## config.mk

```make
export PLATFORM = sky130hd
export DESIGN_NAME = pipe_reg_hs
export DESIGN_NICKNAME = d
export VERILOG_FILES = /design/src/rtl/pipe_reg_hs.sv
export SDC_FILE = /design/constraint.sdc
export NUM_CORES = 1
export LEC_CHECK = 0
export ABC_AREA = 1
export CAP_MARGIN = 25
export CORE_MARGIN = 4
export CORE_UTILIZATION = 46
export DETAILED_ROUTE_END_ITERATION = 10
export HOLD_SLACK_MARGIN = 0.15
export PLACE_DENSITY = 0.88
export SYNTH_ARGS = -nofsm -noshare
export SYNTH_HDL_FRONTEND = slang
export SYNTH_SLANG_ARGS = --single-unit
```

## constraint.sdc

```tcl
create_clock -name clk -period 9.4 [get_ports clk]
set_clock_uncertainty 0.05 [all_clocks]
set_input_delay 1.41 -clock clk [delete_from_list [all_inputs] [get_ports clk]]
set_output_delay 1.41 -clock clk [all_outputs]
set_load 0.02 [all_outputs]
```

## src/rtl/pipe_reg_hs.sv

```systemverilog
// rtl/pipe_reg_hs.sv - handshaked pipeline stage register with 2-entry skid buffer and flush.
// Optional statistics counters enabled by defining PIPE_REG_STAT_EN.
module pipe_reg_hs #(
    parameter int DATA_W = 64,
    parameter int CTRL_W = 4,
    parameter int TAG_W  = 5,
    parameter int STAT_W = 16
) (
    input  logic              clk,
    input  logic              rst,
    input  logic              flush,
    input  logic              in_valid,
    output logic              in_ready,
    input  logic [DATA_W-1:0] in_data,
    input  logic [CTRL_W-1:0] in_ctrl,
    input  logic [TAG_W-1:0]  in_tag,
    output logic              out_valid,
    input  logic              out_ready,
    output logic [DATA_W-1:0] out_data,
    output logic [CTRL_W-1:0] out_ctrl,
    output logic [TAG_W-1:0]  out_tag,
    output logic              fwd_valid,
    output logic [STAT_W-1:0] stall_cnt,
    output logic [STAT_W-1:0] flush_cnt
);

    logic              m_valid;
    logic [DATA_W-1:0] m_data;
    logic [CTRL_W-1:0] m_ctrl;
    logic [TAG_W-1:0]  m_tag;
    logic              s_valid;
    logic [DATA_W-1:0] s_data;
    logic [CTRL_W-1:0] s_ctrl;
    logic [TAG_W-1:0]  s_tag;
    logic              accept;
    logic              deliver;

    // in_ready comes straight from the skid flop, so out_ready never reaches it combinationally
    assign in_ready = ~s_valid;
    assign accept   = in_valid && in_ready;
    assign deliver  = m_valid && out_ready;

    always_ff @(posedge clk) begin
        if (rst) begin
            m_valid <= 1'b0;
            s_valid <= 1'b0;
            m_data  <= '0;
            m_ctrl  <= '0;
            m_tag   <= '0;
        end else if (flush) begin
            m_valid <= 1'b0;
            s_valid <= 1'b0;
        end else if (!m_valid || deliver) begin
            if (s_valid) begin
                m_data  <= s_data;
                m_ctrl  <= s_ctrl;
                m_tag   <= s_tag;
                m_valid <= 1'b1;
                s_valid <= 1'b0;
            end else if (accept) begin
                m_data  <= in_data;
                m_ctrl  <= in_ctrl;
                m_tag   <= in_tag;
                m_valid <= 1'b1;
            end else begin
                m_valid <= 1'b0;
            end
        end else if (accept) begin
            s_data  <= in_data;
            s_ctrl  <= in_ctrl;
            s_tag   <= in_tag;
            s_valid <= 1'b1;
        end
    end

    assign out_valid = m_valid;
    assign out_data  = m_data;
    assign out_tag   = m_tag;
    assign out_ctrl  = m_valid ? m_ctrl : '0;
    assign fwd_valid = m_valid && out_ctrl[1];

`ifdef PIPE_REG_STAT_EN
    logic [STAT_W-1:0] stall_q;
    logic [STAT_W-1:0] flush_q;

    // Both counters saturate at all-ones; only rst clears them
    always_ff @(posedge clk) begin
        if (rst) begin
            stall_q <= '0;
            flush_q <= '0;
        end else begin
            if (m_valid && !out_ready && stall_q != '1)
                stall_q <= stall_q + STAT_W'(1);
            if (flush && (m_valid || s_valid) && flush_q != '1)
                flush_q <= flush_q + STAT_W'(1);
        end
    end

    assign stall_cnt = stall_q;
    assign flush_cnt = flush_q;
`else
    assign stall_cnt = '0;
    assign flush_cnt = '0;
`endif

endmodule

```

# After elaboration in Yosys (flattened, before gate mapping)
# Index checks and enable logic that the tools add are counted.
totals:
  ff_bits: 148
  inputBits: 78
  output_inout_bits: 108
  elab_cells: 31
op_classes:
  n_reduce_logical: 10
  mux: 9
  bitwise: 4
ops:
  columns: ["operator", "n"]
  rows:
  - ["64-bit 2-to-1 mux", 2]
  - ["4-bit 2-to-1 mux", 3]
  - ["5-bit 2-to-1 mux", 2]
  - ["1-bit inverter", 4]
  - ["4-bit AND reduction", 1]
  - ["1-bit logical AND", 3]
  - ["3-bit AND reduction", 1]
  - ["3-bit OR reduction", 1]
  - ["1-bit 2-to-1 mux", 2]
  - ["2-bit nonzero test", 1]
  - ["2-bit OR reduction", 1]
  - ["1-bit zero test", 1]
  - ["1-bit logical OR", 1]

# Longest topological paths before layout
depth:
  depth_word: 4
  ltp_mapped: 8
  depth_no_buf: 6

# Least setup slack after synthesis
# Ideal clock, no wire load.
synth_path:
  path_type: "input-to-reg"
  from: "input port flush"
  to: "register s_ctrl[0], enable pin"
  t_arrival_ns: 6.591
  cell_stages: 3
  setup_ns: 0.594
  t_required_ns: 8.756
  path_slack_ns: 2.165
  path_buffers: 0
  path_cell_list: "nor2_1 > nand3_1 > nor3_1"
synth_between:
  elab_chain_cells: 2
synth_lines:
  columns: ["item", "line_no", "rtl"]
  rows:
  - ["start: declaration", "11", "input logic flush,"]
  - ["1-bit inverter (no source line)", null, null]
  - ["4-bit AND reduction (no source line)", null, null]
  - ["end signal: assignment", "70", "s_ctrl <= in_ctrl;"]
  - ["end: declaration", "33", "logic [CTRL_W-1:0] s_ctrl;"]
# No other way between the ends.
# A chain may end at the register's enable or synchronous reset.

# Worst setup path after layout
layout_path:
  from: "input port in_valid"
  to: "register m_data[34], in the netlist out_data[34]"
layout_between:
  elab_chain_cells: 3
layout_lines:
  columns: ["item", "line_no", "rtl"]
  rows:
  - ["start: declaration", "12", "input logic in_valid,"]
  - ["1-bit logical AND", "40", "assign accept = in_valid && in_ready;"]
  - ["2-bit nonzero test (no source line)", null, null]
  - ["3-bit AND reduction (no source line)", null, null]
  - ["end signal: assignment", "55", "m_data <= s_data;"]
  - ["end signal: assignment", "61", "m_data <= in_data;"]
  - ["end: declaration", "28", "logic [DATA_W-1:0] m_data;"]
# No other way between the ends.

==> results.cfg <==
[sta]
tightestPinTransition_ns = 0.834
grt_setup_unrepaired = no
finalMaxSlewViolations = 0
final_period_minus_worst_setup_slack_ns = 3.42
hold_viol = 0
setup_slack_ns = 5.98
final_period_utilization_pct = 36.4
clock.fmax_mhz = 293
setup_viol = 0
remaining_max_slew_budget_at_the_tightest_pin_pct = 44.4
totalNegativeSetupSlack_ns = 0

[place]
dp.final_hpwl_um = 9380
gpl.final_weighted_congestion = 0.791
pre_cts_ws_ns = 5.61
io_buffer_count = 153

[final_layout]
layout.nets = 1042
nFillCells = 1125
n_antenna_cell = 0
drive_gt1_share_pct = 3.79
layout.core_utilization_pct = 62.7
area_delta_synth_final_pct = 31.1

[worst_hold_path]
hold_path.class = reg -> reg
hold_depth = 4

[synthesis]
synthDominantCellAreaShare_pct = 34.1
largest_area_contributor_in_the_netlist = sky130_fd_sc_hd__edfxtp_1
synthTopCellsByArea = sky130_fd_sc_hd__edfxtp_1, sky130_fd_sc_hd__dfxtp_1, sky130_fd_sc_hd__nand2_1, sky130_fd_sc_hd__nor2_1, sky130_fd_sc_hd__buf_4
post_synth_inst_count = 827
synth_seq_cells = 148
multiplexer_area_fraction_after_synthesis_pct = 0
yosysUniqueCellTypes = 14
synth_simple_gate_area_share_pct = 30.7
main_combinational_cell_family_by_area_after_synthesis = simple AND/OR/NAND/NOR gates
synth.avg_cell_area_um2 = 7.78
synth_adder_area_share_pct = 0
syn_area_um2 = 6440
synth.yosys.seq_area_share_pct = 57.4
synth_compound_area_share_pct = 0
synth-xor-area-share_pct = 0
yosys_warnings = 0

[power]
static-leakage-power_nw = 3.97
clockPowerShare_pct = 40.2
switchingPower_mw = 0.365
power.share.combinational_pct = 13.1
swShare_pct = 23.9
cell_internal_power_dissipation_mw = 1.17
power.ir.vdd_worst_v = 0.000107
seqPwrFrac_pct = 46.7
power_density_normalized_to_cell_area_nw_per_um2 = 181

[critical_path]
start_kind = input pin
crit_arrival_ns = 3.67
cp_cell_sequence = clkdlybuf4s50_1, inv_1, nand2_1, nand3_4, buf_4, nand2_1, nand2_1, nor2_1
critical_path.max_stage_delay_ns = 0.73
critical_setup_path_class = in -> reg
critical_path.slowest_cell = sky130_fd_sc_hd__buf_4
worst-endpoint-required_ns = 9.65
worst_setup_path_end_kind = flip-flop
rr_worst_depth = 8
cpMostUsedCell = sky130_fd_sc_hd__nand2_1
crit_path_max_fanout = 86

[clocking]
cts_setup_buffers = 0
clock_tree.buffer_depth = 2
cts-buffers-inserted = 17
clock-sinks = 148
cts_resized = 0
clock_insertion_delay_worst_skew_ns = 0.41
number_of_h_tree_levels = 4
cts.hold.buffers_added = 0
clk_root_buffer_cell = sky130_fd_sc_hd__clkbuf_16
cts_tree = done
reg_clk_slew_reported_paths_ns = 0.06

[routing]
initialDrtViolationCount = 291
detailroute.via_count = 5165
vias_per_cell = 4.48
detail-route-antenna-nets = 0
drt_pre_antenna_iters = 5
detail_route.wl_per_cell_um = 12.8
drt_wl_total_um = 14700
drc = 0

[floorplan]
ioPinCount = 186
design.core.area_um2 = 13500
dieWidth_um = 126
std_cell_rows = 42
initial_core_util_pct = 47.9
floorplan.die_area_um2 = 16000
die-height_um = 126

[global_route]
grt_antenna_before_repair = 0
via_count_of_the_first_global_routing_pass = 4843
overflow = 0
grt_start_max_net_pins = 87
groute.usage.overall_pct = 18.3
grt_pass1_wl_um = 23600

[status]
status = complete, no violations

[job]
max-cap-violations = 0
[cell type report]
class	count	area [um^2]	area share [%]
clock buffer	24	472	5.59
clock inverter	7	60.1	0.712
inverter	82	308	3.65
multi-input combinational	556	2110	25.0
sequential	148	3690	43.8
tap	176	220	2.61
timing repair buffer	159	1580	18.7
[worst max-delay path: cells and delay by family]
kind | cells | cell delay (ns)
buffers and inverters | 3 | 1.26
and+or+nand+nor | 5 | 0.86
[metal layers]
metal,share of wire (%),GRT usage [%],wire [um]
met1,42,22.3,6250
met2,50,31.3,7300
met3,6.6,5.30,970
met4,1.4,6.25,210
met5,0,0,0
[cells in the final DEF (no fill, tap or decap)]
| cell type | synthesis | final |
|---|---|---|
| sky130_fd_sc_hd__conb_1 | 1 | 32 |
| sky130_fd_sc_hd__clkdlybuf4s50_1 | 0 | 153 |
| sky130_fd_sc_hd__edfxtp_1 | 73 | 73 |
| sky130_fd_sc_hd__nor3_2 | 0 | 1 |
| sky130_fd_sc_hd__nand2_1 | 373 | 373 |
| sky130_fd_sc_hd__bufinv_16 | 0 | 1 |
| sky130_fd_sc_hd__dfxtp_2 | 0 | 1 |
| sky130_fd_sc_hd__clkbuf_8 | 0 | 2 |
| sky130_fd_sc_hd__clkbuf_1 | 4 | 5 |
| sky130_fd_sc_hd__dfxtp_1 | 75 | 74 |
| sky130_fd_sc_hd__inv_1 | 80 | 80 |
| sky130_fd_sc_hd__clkbuf_16 | 0 | 17 |
| sky130_fd_sc_hd__nor2_1 | 148 | 148 |
| sky130_fd_sc_hd__nand3_4 | 0 | 1 |
| sky130_fd_sc_hd__inv_2 | 2 | 2 |
| sky130_fd_sc_hd__buf_4 | 43 | 6 |
| sky130_fd_sc_hd__nand3_1 | 1 | 1 |
| sky130_fd_sc_hd__clkinv_2 | 0 | 6 |
[flip-flops by register name, indices dropped and copies added, names as in the netlist]
register / flops
out_data: 64
s_data: 64
m_ctrl: 4
out_valid: 1
s_ctrl: 4
s_valid: 1
out_tag: 5
s_tag: 5
[power groups by stage]
stage               Sequential [mW]  Clock [mW]  Combinational [mW]
detailed placement            0.728           0               0.200
floorplan                     0.752           0              0.0931
finish                        0.715       0.615               0.201
global route                  0.717       0.655               0.222
global placement              0.727           0               0.196
CTS                           0.715       0.627               0.202
[kinds of logic (layout without fill, tap and decap cells)]
family                 after synthesis  in the layout
buffers and inverters              154            272
flip-flops                         148            148
other                                1             32
AND/OR/NAND/NOR                    524            524
[path summary, 6_finish.rpt]
path,from,endpoint,slack (ns)
worst max-delay path,in_valid,out_data[34],5.98
worst min-delay path,out_data[7],out_data[7],0.46
worst max register to register,s_valid,out_data[34],6.32
worst min register to register,out_data[7],out_data[7],0.46
[synthesized netlist by cell type (all sizes together)]
cell type and instances:
nand2 373, nor2 148, inv 82, dfxtp 75
edfxtp 73, buf 68, clkbuf 4, nand3 2
conb 1, nor3 1
[stage by stage]
step | hold WS [ns] | area, um^2 | total power, mW | cells
final | 0.457 | 8440 | 1.53 | 1152
after global routing | 0.494 | 8440 | 1.59 | 1152
after CTS | 0.461 | 8440 | 1.54 | 1152
after detailed placement | 0.451 | 7910 | 0.928 | 1121
after global placement | 0.448 | 7910 | 0.924 | 1121
after floorplan | 0.439 | 6550 | 0.845 | 858
Power figures use the tool's default switching activity.
==> patch: new RTL, same flow settings <==
Build with the macro `PIPE_REG_STAT_EN` defined.
--- a/src/rtl/pipe_reg_hs.sv
+++ b/src/rtl/pipe_reg_hs.sv
@@ -1,5 +1,7 @@
 // rtl/pipe_reg_hs.sv - handshaked pipeline stage register with 2-entry skid buffer and flush.
 // Optional statistics counters enabled by defining PIPE_REG_STAT_EN.
+`define PIPE_REG_STAT_EN
+
 module pipe_reg_hs #(
     parameter int DATA_W = 64,
     parameter int CTRL_W = 4,
Behaviour: not the same (a bounded check fails within 4 cycles, from zero or initial values and one cycle with rst high).
==> patch against the original RTL <==
Fmax increased by 1.3%. First-iteration DRC count grew 34%. Final area rose by 20%. Setup slack better by 0.043 ns. Routed wire length grew 31%. Count of clock-buffer cells in the layout down 5. Global-route usage up 2.2 points. Utilization shrank 1.2 points. Sequential cell count grew 32. Area after synthesis increased by 20%. Total power grew 10%. Critical endpoint is now out_ctrl[3]. Highest routed layer unchanged.
==> patch: results <==
set metrics [dict create \
    port_buffers 185 \
    count_of_nets_after_finishing 1180 \
    synth.distinct_cells 31 \
    synth-compound-area-share 0.0659 \
    routedWlPerCell_um 14.5 \
    wl_met3_um 1460 \
    non_clock_buffering_overhead_in_the_final_layout 0.186 \
    synth_xor_xnor_area_share 0.00226 \
    signal_buffers 191 \
    synth_adder_area_share 0.00323 \
    power_frac_clock 0.406 \
    timing.critical_path.arrival_ns 1.92 \
    wirelength_met1_um 8510 \
    synth.cells.most_frequent "nand2_1 (373), dfxtp_1 (107), nand3_1 (96)" \
    worstPathMaxFanout 8 \
    grt_first_pass_wirelength_um 30900 \
    yosysSeqAreaShare 0.560 \
    place.detailed.hpwl_um 12500 \
    pin_count_of_the_biggest_net_entering_global_routing 85 \
    p_sw_mw 0.403 \
    pwr.group.sequential_mw 0.840 \
    drt_iter0_markers 390 \
    globalRouteTotalUtil 0.205 \
    met2RoutedLength_um 8800 \
    slew_at_the_pin_with_the_worst_max_slew_slack_ns 0.944 \
    worst_case_register_to_register_setup_slack_ns 6.86 \
    layout.clock_buffers 19 \
    place.gp.congestion 0.903 \
    critPathMaxStageDelay_ns 0.64 \
    n_multi_input_combinational_cell 679 \
    sequential_cell_total 180 \
    outcome "finished clean" \
    timing.critical_path.to "out_ctrl[3]" \
    worst_path_max_delay_cell "dfxtp_1" \
    multi_input_logic_portion_of_the_cell_area 0.293 \
    setup.worst_path.start "out_valid" \
    clock_network_share_of_area 0.0557 \
    layout.non_clock_inverters 31 \
    grt_pass1_vias 6315 \
]
==> patch: cell types whose count changed in the layout (fill, tap and decap cells not counted), moves of 5 or more <==
cell / before / now
nor2_4: 0 / 7
inv_1: 80 / 28
dfxtp_1: 74 / 106
nand2_2: 0 / 5
conb_1: 32 / 0
o21ai_0: 0 / 5
nor2_1: 148 / 69
nand4_1: 0 / 5
nand3_1: 1 / 96
clkdlybuf4s50_1: 153 / 184
nor2_2: 0 / 7
a21oi_1: 0 / 91
inv_6: 0 / 5
==> patch: metal layers <==
metal | vias to the layer above | global-route usage
li1 | 3396 | -
met1 | 3114 | 0.274
met2 | 265 | 0.322
met3 | 42 | 0.0500
met4 | 0 | 0.0834
met5 | - | 0
==> patch: through the flow <==
step           area [sq um]  setup WS, ns  cells  hold WS [ns]  power, mW
6_report              10200          6.02   1333         0.410       1.69
5_1_grt               10200          5.90   1333         0.424       1.76
4_1_cts               10200          6.01   1333         0.413       1.70
3_5_place_dp           9600          5.85   1301         0.402       1.02
3_3_place_gp           9600          5.89   1301         0.398       1.01
2_1_floorplan          7740          4.07    944         0.390      0.937
==> patch: worst min path at each step <==
| stage | from | endpoint | slack, ns | cells after the start |
|---|---|---|---|---|
| 2_1_floorplan | m_ctrl[0] | m_ctrl[0] | 0.39 | 2 |
| 3_3_place_gp | out_data[61] | out_data[61] | 0.40 | 2 |
| 3_5_place_dp | out_data[14] | out_data[14] | 0.40 | 2 |
| 4_1_cts | out_data[63] | out_data[63] | 0.41 | 2 |
| 5_1_grt | out_data[47] | out_data[47] | 0.42 | 2 |
| 6_report | out_data[30] | out_data[30] | 0.41 | 2 |
